[src/rtl/lfsr_sched.sv]
// lfsr_sched: seeds and warms up an external LFSR, then hands out fresh random
// words to two requesters with round-robin arbitration, one grant per two cycles.
// A tamper alarm locks the block until it is reseeded with the alarm low.
// Optional feature: define LFSR_SCHED_WORD_CNT_EN to add the o_word_cnt grant counter.
module lfsr_sched #(
  parameter int NUM_BITS = 32,
  parameter int WARMUP   = 16
) (
  input  logic                i_Clk,
  input  logic                i_rst,
  input  logic                i_seed_dv,
  input  logic [NUM_BITS-1:0] i_seed_data,
  input  logic [1:0]          i_req,
  output logic [1:0]          o_gnt,
  output logic [NUM_BITS-1:0] o_data,
  input  logic [NUM_BITS-1:0] i_lfsr_data,
  output logic                o_lfsr_enable,
  output logic                o_lfsr_seed_dv,
  output logic [NUM_BITS-1:0] o_lfsr_seed_data,
  input  logic                i_alarm,
`ifdef LFSR_SCHED_WORD_CNT_EN
  output logic [15:0]         o_word_cnt,
`endif
  output logic                o_ready,
  output logic                o_locked
);

  typedef enum logic [2:0] {
    S_UNSEEDED = 3'd0,
    S_SEED     = 3'd1,
    S_WARMUP   = 3'd2,
    S_READY    = 3'd3,
    S_GRANT    = 3'd4,
    S_ALARM    = 3'd5
  } state_t;

  // Counter value reached during the last warm-up cycle.
  localparam logic [7:0] WARM_LAST = 8'(WARMUP - 1);

  state_t              state_reg, state_next;
  logic [7:0]          warm_reg, warm_next;
  logic                last_reg, last_next;   // index of the requester granted last
  logic [1:0]          win;
  logic [1:0]          gnt_next;
  logic [NUM_BITS-1:0] data_next;
  logic                enable_next;
  logic                seed_dv_next;
  logic [NUM_BITS-1:0] seed_data_next;
  logic                ready_next;
  logic                locked_next;

  // Round-robin winner: a lone requester wins, on contention the one not granted last.
  always_comb begin
    win = 2'b00;
    case (i_req)
      2'b01:   win = 2'b01;
      2'b10:   win = 2'b10;
      2'b11:   win = last_reg ? 2'b01 : 2'b10;
      default: win = 2'b00;
    endcase
  end

  // Next-state logic; alarm overrides everything, seed overrides a pending request.
  always_comb begin
    state_next = state_reg;
    warm_next  = warm_reg;
    last_next  = last_reg;
    if (i_alarm) begin
      state_next = S_ALARM;
    end else begin
      case (state_reg)
        S_UNSEEDED: if (i_seed_dv) state_next = S_SEED;
        S_SEED: begin
          state_next = S_WARMUP;
          warm_next  = '0;
        end
        S_WARMUP: begin
          if (i_seed_dv) begin
            state_next = S_SEED;
          end else if (warm_reg == WARM_LAST) begin
            state_next = S_READY;
            warm_next  = '0;
          end else begin
            warm_next = warm_reg + 8'd1;
          end
        end
        S_READY: begin
          if (i_seed_dv) begin
            state_next = S_SEED;
          end else if (|i_req) begin
            state_next = S_GRANT;
            last_next  = win[1];
          end
        end
        S_GRANT:    state_next = i_seed_dv ? S_SEED : S_READY;
        S_ALARM:    if (i_seed_dv) state_next = S_SEED;
        default:    state_next = S_UNSEEDED;
      endcase
    end
  end

  // Output values for the state being entered, so registered outputs line up with the state.
  always_comb begin
    gnt_next       = 2'b00;
    data_next      = '0;
    enable_next    = 1'b0;
    seed_dv_next   = 1'b0;
    seed_data_next = o_lfsr_seed_data;
    ready_next     = 1'b0;
    locked_next    = 1'b0;
    case (state_next)
      S_SEED: begin
        enable_next    = 1'b1;
        seed_dv_next   = 1'b1;
        seed_data_next = i_seed_data;
      end
      S_WARMUP: enable_next = 1'b1;
      S_READY:  ready_next  = 1'b1;
      S_GRANT: begin
        // The LFSR advances during GRANT so the next word is always fresh.
        enable_next = 1'b1;
        gnt_next    = win;
        data_next   = i_lfsr_data;
      end
      S_ALARM:  locked_next = 1'b1;
      default:  ;
    endcase
  end

  // State, warm-up counter, round-robin pointer and all registered outputs.
  always_ff @(posedge i_Clk) begin
    if (i_rst) begin
      state_reg        <= S_UNSEEDED;
      warm_reg         <= '0;
      last_reg         <= 1'b1;   // requester 0 wins the first contention
      o_gnt            <= 2'b00;
      o_data           <= '0;
      o_lfsr_enable    <= 1'b0;
      o_lfsr_seed_dv   <= 1'b0;
      o_lfsr_seed_data <= '0;
      o_ready          <= 1'b0;
      o_locked         <= 1'b0;
    end else begin
      state_reg        <= state_next;
      warm_reg         <= warm_next;
      last_reg         <= last_next;
      o_gnt            <= gnt_next;
      o_data           <= data_next;
      o_lfsr_enable    <= enable_next;
      o_lfsr_seed_dv   <= seed_dv_next;
      o_lfsr_seed_data <= seed_data_next;
      o_ready          <= ready_next;
      o_locked         <= locked_next;
    end
  end

`ifdef LFSR_SCHED_WORD_CNT_EN
  // Saturating grant counter, cleared whenever a new seed is taken.
  always_ff @(posedge i_Clk) begin
    if (i_rst || state_next == S_SEED) begin
      o_word_cnt <= 16'd0;
    end else if (state_next == S_GRANT && o_word_cnt != 16'hFFFF) begin
      o_word_cnt <= o_word_cnt + 16'd1;
    end
  end
`endif

endmodule

[config.mk]
export PLATFORM = sky130hd
export DESIGN_NAME = lfsr_sched
export DESIGN_NICKNAME = d
export VERILOG_FILES = /design/src/rtl/lfsr_sched.sv
export SDC_FILE = /design/constraint.sdc
export NUM_CORES = 1
export LEC_CHECK = 0
export BUFFER_PORTS_ARGS = -buffer_cell sky130_fd_sc_hd__buf_4
export CAP_MARGIN = 20
export CORE_MARGIN = 4
export CORE_UTILIZATION = 47
export CTS_BUF_LIST = sky130_fd_sc_hd__clkbuf_2 sky130_fd_sc_hd__clkbuf_4 sky130_fd_sc_hd__clkbuf_8
export CTS_CLUSTER_DIAMETER = 150
export CTS_CLUSTER_SIZE = 25
export DETAILED_ROUTE_END_ITERATION = 7
export PLACE_DENSITY = 0.81
export SETUP_SLACK_MARGIN = 0.4
export SYNTH_ARGS = -nofsm -noshare
export SYNTH_HDL_FRONTEND = slang
export SYNTH_SLANG_ARGS = --single-unit
[constraint.sdc]
create_clock -name i_Clk -period 2.2 [get_ports i_Clk]
set_input_delay 0.11 -clock i_Clk [delete_from_list [all_inputs] [get_ports i_Clk]]
set_output_delay 0.11 -clock i_Clk [all_outputs]
set_load 0.02 [all_outputs]
==> run metrics, run 1 <==
proportion of synthesized chip area in sequential cells 57.19%; FF+latch area 0.001644 mm^2; I/O Pins 140; Non-Filler Instances 576; Setup crit start kind register; CTS H-tree lvls 3; global-route wire length before repair approximately 14000 um; Relative slew margins around 67%; die width 86.15 um; full die area 0.007421 mm^2; antenna viol nets, final 0; clk_lat worst skew about 0.36 ns; fin crit period 1.715 ns; CP endpoint kind register; share of cells above drive strength 1 34.13%; Hold Violations, Final 0; met2 Usage GRT 43.59%; CTS tree done; crit share post-route 77.95%; remaining routing DRC violations 0; Fillers 370; number of synthesized flops with an enable pin 0; Mapped Area 0.002870 mm^2; Critical R2R Launch state_reg[0]; static leakage between 2 and 2.5 nW; #FFs+latches synth 82; Yosys cell types 46; crit path kind register to register; vias per cell ~5; Avg Cell Area, Syn 9.380 um^2; post-synth net total 377; synthesized instance count 306; total placed cells including tap cells just over 500; Yosys warnings 0; Core Box Area 0.005921 mm^2; Synth async-reset ratio 0%; Required @ worst endpoint 2.42 ns; clk slew on worst S/H paths 0.08 ns; design area 0.004705 mm^2; Pre-antenna DRT Iters 4; Area Growth Syn to Fin 63.91%; worst path arrival time slightly below 2 ns; Inserted Diodes 0; Via Count ~2800; Crit Path Max Fanout 22; clock sink count 82; routed wire length 8945 um; Max Buffers Root-to-Sink 2; Multi-input gate area between 0.001 and 0.0015 mm^2; GP Congestion ~0.77; largest net degree at the start of global routing 41; GR Util met1 25.06%; FMAX 583.1 MHz; predominant post-synthesis flop cell dfxtp_1; # rows 28; Final WS setup roughly 0.49 ns; WHS 0.007795 ns; Post-DP Area just under 0.004 mm^2; met3 GRT Util 6.532%; Overflow after GRT 0; initial core utilization 48.48%; unrepaired setup endpoints after global routing true; IO buf count 139; root buf cell clkbuf_8; Post-Route Setup TNS 0 ns; CTS buffer count 9; layout net count 567; Hold Crit Class input pin to register; pre-CTS setup slack 0.3514 ns; Final Max Slew Viols 0; DRT iter0 DRCs around 200; CP Launch Point state_reg[0]; status complete, no violations; initial antenna violation count 0; Max VDD drop about 0.44 mV; Final setup viols 0; max-cap violations 0; worst-margin pin slew between 0.4 and 0.5 ns; wire length per cell 15.53 um; clk_skew between 0.01 and 0.015 ns; vias in the first global route about 2900; chip height 86.15 um; post-DP HPWL 5291 um; pwr/cell area 653.3 mW/mm^2; Most Crowded Layer GR met2; hold_sp i_seed_data[13]; GRT Overall Usage between 20% and 30%
-- layout by cell type, fill, tap and decap left out, types with 3 or more instances in the layout --
master | synthesis | final
and3_1 | 4 | 4
nand2_1 | 69 | 69
nor2_1 | 6 | 6
a21boi_0 | 3 | 3
dfxtp_1 | 82 | 80
o21ai_0 | 3 | 3
and2_1 | 34 | 34
buf_4 | 2 | 143
nand2b_1 | 5 | 5
a21oi_1 | 39 | 39
xor2_1 | 4 | 4
clkbuf_8 | 0 | 9
dlygate4sd3_1 | 0 | 52
-- per-layer routing --
| metal | vias up | part of all wire, % | routed length [um] |
|---|---|---|---|
| met5 | - | 0 | 0 |
| met4 | 0 | 3.0 | 266 |
| met3 | 20 | 7.0 | 627 |
| met2 | 111 | 53 | 4780 |
| met1 | 1306 | 37 | 3272 |
| li1 | 1396 | - | - |
-- stage by stage --
step                util, %  power [mW]
global route          79.46       3.189
finish                79.46       3.073
floorplan                 -       1.731
global placement      67.05       1.897
CTS                   79.12       3.068
detailed placement    67.05       1.906
-- cell type report --
type	instances	area share (%)
Sequential cell	82	34.95
Timing Repair Buffer	196	34.31
Multi-Input combinational cell	205	24.28
Clock buffer	9	2.633
Tap cell	75	1.995
Clock inverter	7	1.676
Inverter	2	0.1596
-- critical path, stage by stage (launching register included) --
cell	delay, ns
dfxtp_2	0.45
or3b_1	0.45
and4_2	0.36
buf_12	0.19
nand2_1	0.08
a21oi_1	0.06
-- worst paths after layout --
check,end,slack [ns],depth (start not counted)
setup / recovery,o_lfsr_seed_data[30],0.49,5
hold / removal,o_lfsr_seed_data[13],0.008,3
setup reg to reg,o_lfsr_seed_data[30],0.49,5
hold reg to reg,o_lfsr_seed_data[4],0.46,2
-- report_power, final --
part           internal, mW  switching [mW]
Combinational         0.227           0.182
Sequential             1.52          0.0276
Clock                 0.534           0.582
-- cells in the mapped netlist (3+ instances only) --
cell       n  area share [%]
and3_1     4            0.87
xor2_1     4             1.2
a21boi_0   3            0.78
nor2_1     6            0.78
buf_2      7             1.2
dfxtp_1   82              57
nand2_1   69             9.0
nand2b_1   5             1.1
clkbuf_1   8             1.0
o21ai_0    3            0.52
a21oi_1   39             6.8
and2_1    34             7.4
-- cell families (layout without fill, tap and decap cells) --
| group | after synthesis | in the layout | share of synthesized area [%] |
|---|---|---|---|
| AOI/OAI and AO/OA | 59 | 59 | 12.08 |
| xor gates and xnor gates | 5 | 5 | 1.526 |
| adders and majority gates | 1 | 1 | 0.4359 |
| buffers and inverters | 19 | 214 | 3.051 |
| DFF | 82 | 82 | 57.19 |
| muxes | 1 | 1 | 0.3487 |
| and+or+nand+nor | 139 | 139 | 25.37 |
-- what timing repair did --
item | 4_1_cts | 5_1_grt
setup buffers | 0 | 1
setup endpoints to repair | 22 | 26
resized for setup | 1 | 2
endpoints found under the hold margin | 51 | 1
hold buffers | 51 | 1
Power figures use the tool's default switching activity.
==> run 2, diff against run 1 <==
--- a/config.mk
+++ b/config.mk
@@ -8,12 +8,12 @@
 export BUFFER_PORTS_ARGS = -buffer_cell sky130_fd_sc_hd__buf_4
 export CAP_MARGIN = 20
 export CORE_MARGIN = 4
-export CORE_UTILIZATION = 47
+export CORE_UTILIZATION = 43
 export CTS_BUF_LIST = sky130_fd_sc_hd__clkbuf_2 sky130_fd_sc_hd__clkbuf_4 sky130_fd_sc_hd__clkbuf_8
 export CTS_CLUSTER_DIAMETER = 150
 export CTS_CLUSTER_SIZE = 25
 export DETAILED_ROUTE_END_ITERATION = 7
-export PLACE_DENSITY = 0.81
+export PLACE_DENSITY = 0.78
 export SETUP_SLACK_MARGIN = 0.4
 export SYNTH_ARGS = -nofsm -noshare
 export SYNTH_HDL_FRONTEND = slang
==> constraint.sdc (replaced) <==
create_clock -name i_Clk -period 1.42 [get_ports i_Clk]
set_input_delay 0.071 -clock i_Clk [delete_from_list [all_inputs] [get_ports i_Clk]]
set_output_delay 0.071 -clock i_Clk [all_outputs]
set_load 0.02 [all_outputs]
==> run 2 against run 1 <==
- the run now ends with setup timing left
- die area rose by 8.4%
- flip-flop and latch count unchanged
- utilization rose by 8.9 points
- worst hold slack gained 0.039 ns
- total power is 66% higher
- critical endpoint is now state_reg[0]
- largest cell class is now non-clock buffers
==> run metrics, run 2 (synthesis gave the netlist of run 1 again) <==
pwr/cell area 900.4 mW/mm^2 (+38%); Crit Path Max Fanout 5 (-77%); Pre-antenna DRT Iters 4 (unchanged); initial core utilization 44.69% (-3.8 points); crit path kind register to register; CP max stage delay 0.43 ns (-0.02 ns); Comb power frac 17.5% (+4.2 points); chip height 89.70 um (+4.1%); global-route wire length before repair 19060 um (+39%); Final setup viols 72 (+72); GP Congestion 0.7515 (-2.9%); unrepaired setup endpoints after global routing true; worst path cell trace or3b_4 -> a32oi_4 -> and2_4 -> a21oi_1; I/O Pins 140 (unchanged); Required @ worst endpoint 1.64 ns (-0.78 ns); clk_lat worst skew 0.36 ns (about the same); largest net degree at the start of global routing 40 (-2.4%); clk slew on worst S/H paths 0.09 ns (about the same); Setup crit start kind register; Switching Fraction 27.25% (+1.5 points); clock network power share 35.5% (-0.8 points); initial antenna violation count 0 (unchanged); fin crit period 1.575 ns (-0.1398 ns); max-cap violations 0 (unchanged); antenna viol nets, final 0 (unchanged); full die area 0.008046 mm^2 (+8.4%); worst path arrival time 1.80 ns (-0.14 ns); remaining routing DRC violations 0 (unchanged); Hold Crit Depth 3 (unchanged); root buf cell clkbuf_8; Internal 3.719 mW (+63%); commonest non-fill, non-tap cells in the layout 149 x buf_4, 74 x dfxtp_1, 64 x dlygate4sd3_1; layout net count 608 (+7.2%); NetSw 1.393 mW (+76%); Via Count 3349 (+18%); routed wire length 13200 um (+48%); R2R Setup Slk -0.16 ns (-0.64 ns); GRT Overall Usage 30.09% (+6.1 points); slowest CP cell or3b_4; Area Growth Syn to Fin 97.82%; DRT iter0 DRCs 172 (-12%); clock sink count 82 (unchanged); Max Buffers Root-to-Sink 2 (unchanged); share of power burned in registers 47.0% (-3.4 points); CTS H-tree lvls 3 (unchanged); CTS tree done; Inserted Diodes 0 (unchanged); Relative slew margins 59.34% (-7.8 points); Multi-input gate area 0.001559 mm^2 (+36%); wire length per cell 21.33 um (+37%); IO buf count 139 (unchanged); delay-heaviest family, CP simple AND/OR/NAND/NOR gates; worst-margin pin slew 0.6076 ns (+0.1152 ns); CTS buffer count 9 (unchanged); CP bufs+invs 0 (-1); vias per cell 5.410 (+10%); die width 89.70 um (+4.1%); hold_sp i_alarm; failing checks setup timing; Critical R2R Launch state_reg[0]; FMAX 634.8 MHz (+8.9%); post-DP HPWL 5727 um (+8.2%); clk_skew 0.01522 ns (+0.001385 ns); Hold Crit Class input pin to register; pre-CTS setup slack -0.1114 ns (-0.4629 ns); Final WS setup -0.1552 ns (-0.6402 ns); share of cells above drive strength 1 55.35% (+21 points); final core occ 88.41% (+8.9 points); Final Max Slew Viols 0 (unchanged); FF+latch area 0.001657 mm^2 (+0.76%); Overflow after GRT 0 (unchanged); Max VDD drop 0.8793 mV (+100%); static leakage 2.444 nW (+18%); Fillers 263 (-29%); cell depth of the worst setup path 4 (-1); CP Launch Point state_reg[0]; CP endpoint kind register; crit share post-route 110.9% (+33 points); Worst R2R Path Depth 4 (-1); Core Box Area 0.006422 mm^2 (+8.5%); vias in the first global route 3626 (+27%); Hold Violations, Final 0 (unchanged); status finished, violations left; commonest non-fill, non-tap cell in the layout buf_4; # rows 29 (+3.6%)
-- run 2: layer usage --
layer  global-route usage (%)  up-vias  wire length, um  share of wire (%)
met4                    14.94        0              628                4.8
met2                    52.82      207             6618                 50
li1                         -     1476                -                  -
met5                        0        -                0                  0
met3                    10.85       50             1114                8.4
met1                    31.84     1616             4841                 37
-- run 2: layout make-up --
type | instances | area share, %
sequential | 82 | 29.18
clock inverter | 6 | 1.234
timing repair buffer | 237 | 37.88
tap | 77 | 1.697
clock buffer | 10 | 2.424
multi-input combinational | 205 | 27.46
inverter | 2 | 0.1322
-- run 2: per-stage QoR --
step / setup TNS, ns / power, mW / hold WS (ns) / instance area, um^2 / instances
after CTS: -0.5638 / 4.998 / 0.007829 / 5528 / 618
after detailed placement: -0.9778 / 2.992 / 0.2764 / 4123 / 520
after global routing: -8.777 / 5.268 / 0.06668 / 5678 / 619
after floorplan: -1.404 / 2.712 / 0.1887 / 2972 / 306
after global placement: -0.2506 / 2.973 / 0.2725 / 4123 / 520
final: -5.111 / 5.112 / 0.04670 / 5678 / 619
-- run 2: repair_timing --
item                       in CTS  in global routing
hold buffers                   64                  0
gates cloned                    6                  0
gates resized for setup        96                 39
hold endpoints to repair       64                  0
setup endpoints to repair      82                 83
pin swaps                      54                 42
buffers inserted               12                  1
-- run 2: power by group through the flow --
stage          Sequential [mW]  Clock [mW]  Combinational [mW]
6_report                  2.40        1.81               0.896
5_1_grt                   2.41        1.92               0.936
4_1_cts                   2.39        1.81               0.800
3_5_place_dp              2.44           0               0.549
3_3_place_gp              2.44           0               0.534
2_1_floorplan             2.50           0               0.215
-- run 2: worst reg2reg max path, stage by stage (launching register included) --
cell and delay [ns]:
dfxtp_4 0.40, or3b_4 0.43, a32oi_4 0.30, and2_4 0.21, a21oi_1 0.09
-- run 2: worst paths after layout --
kind                         end
max                 state_reg[0]
min                 state_reg[2]
max reg2reg         state_reg[0]
min reg2reg  o_lfsr_seed_data[7]
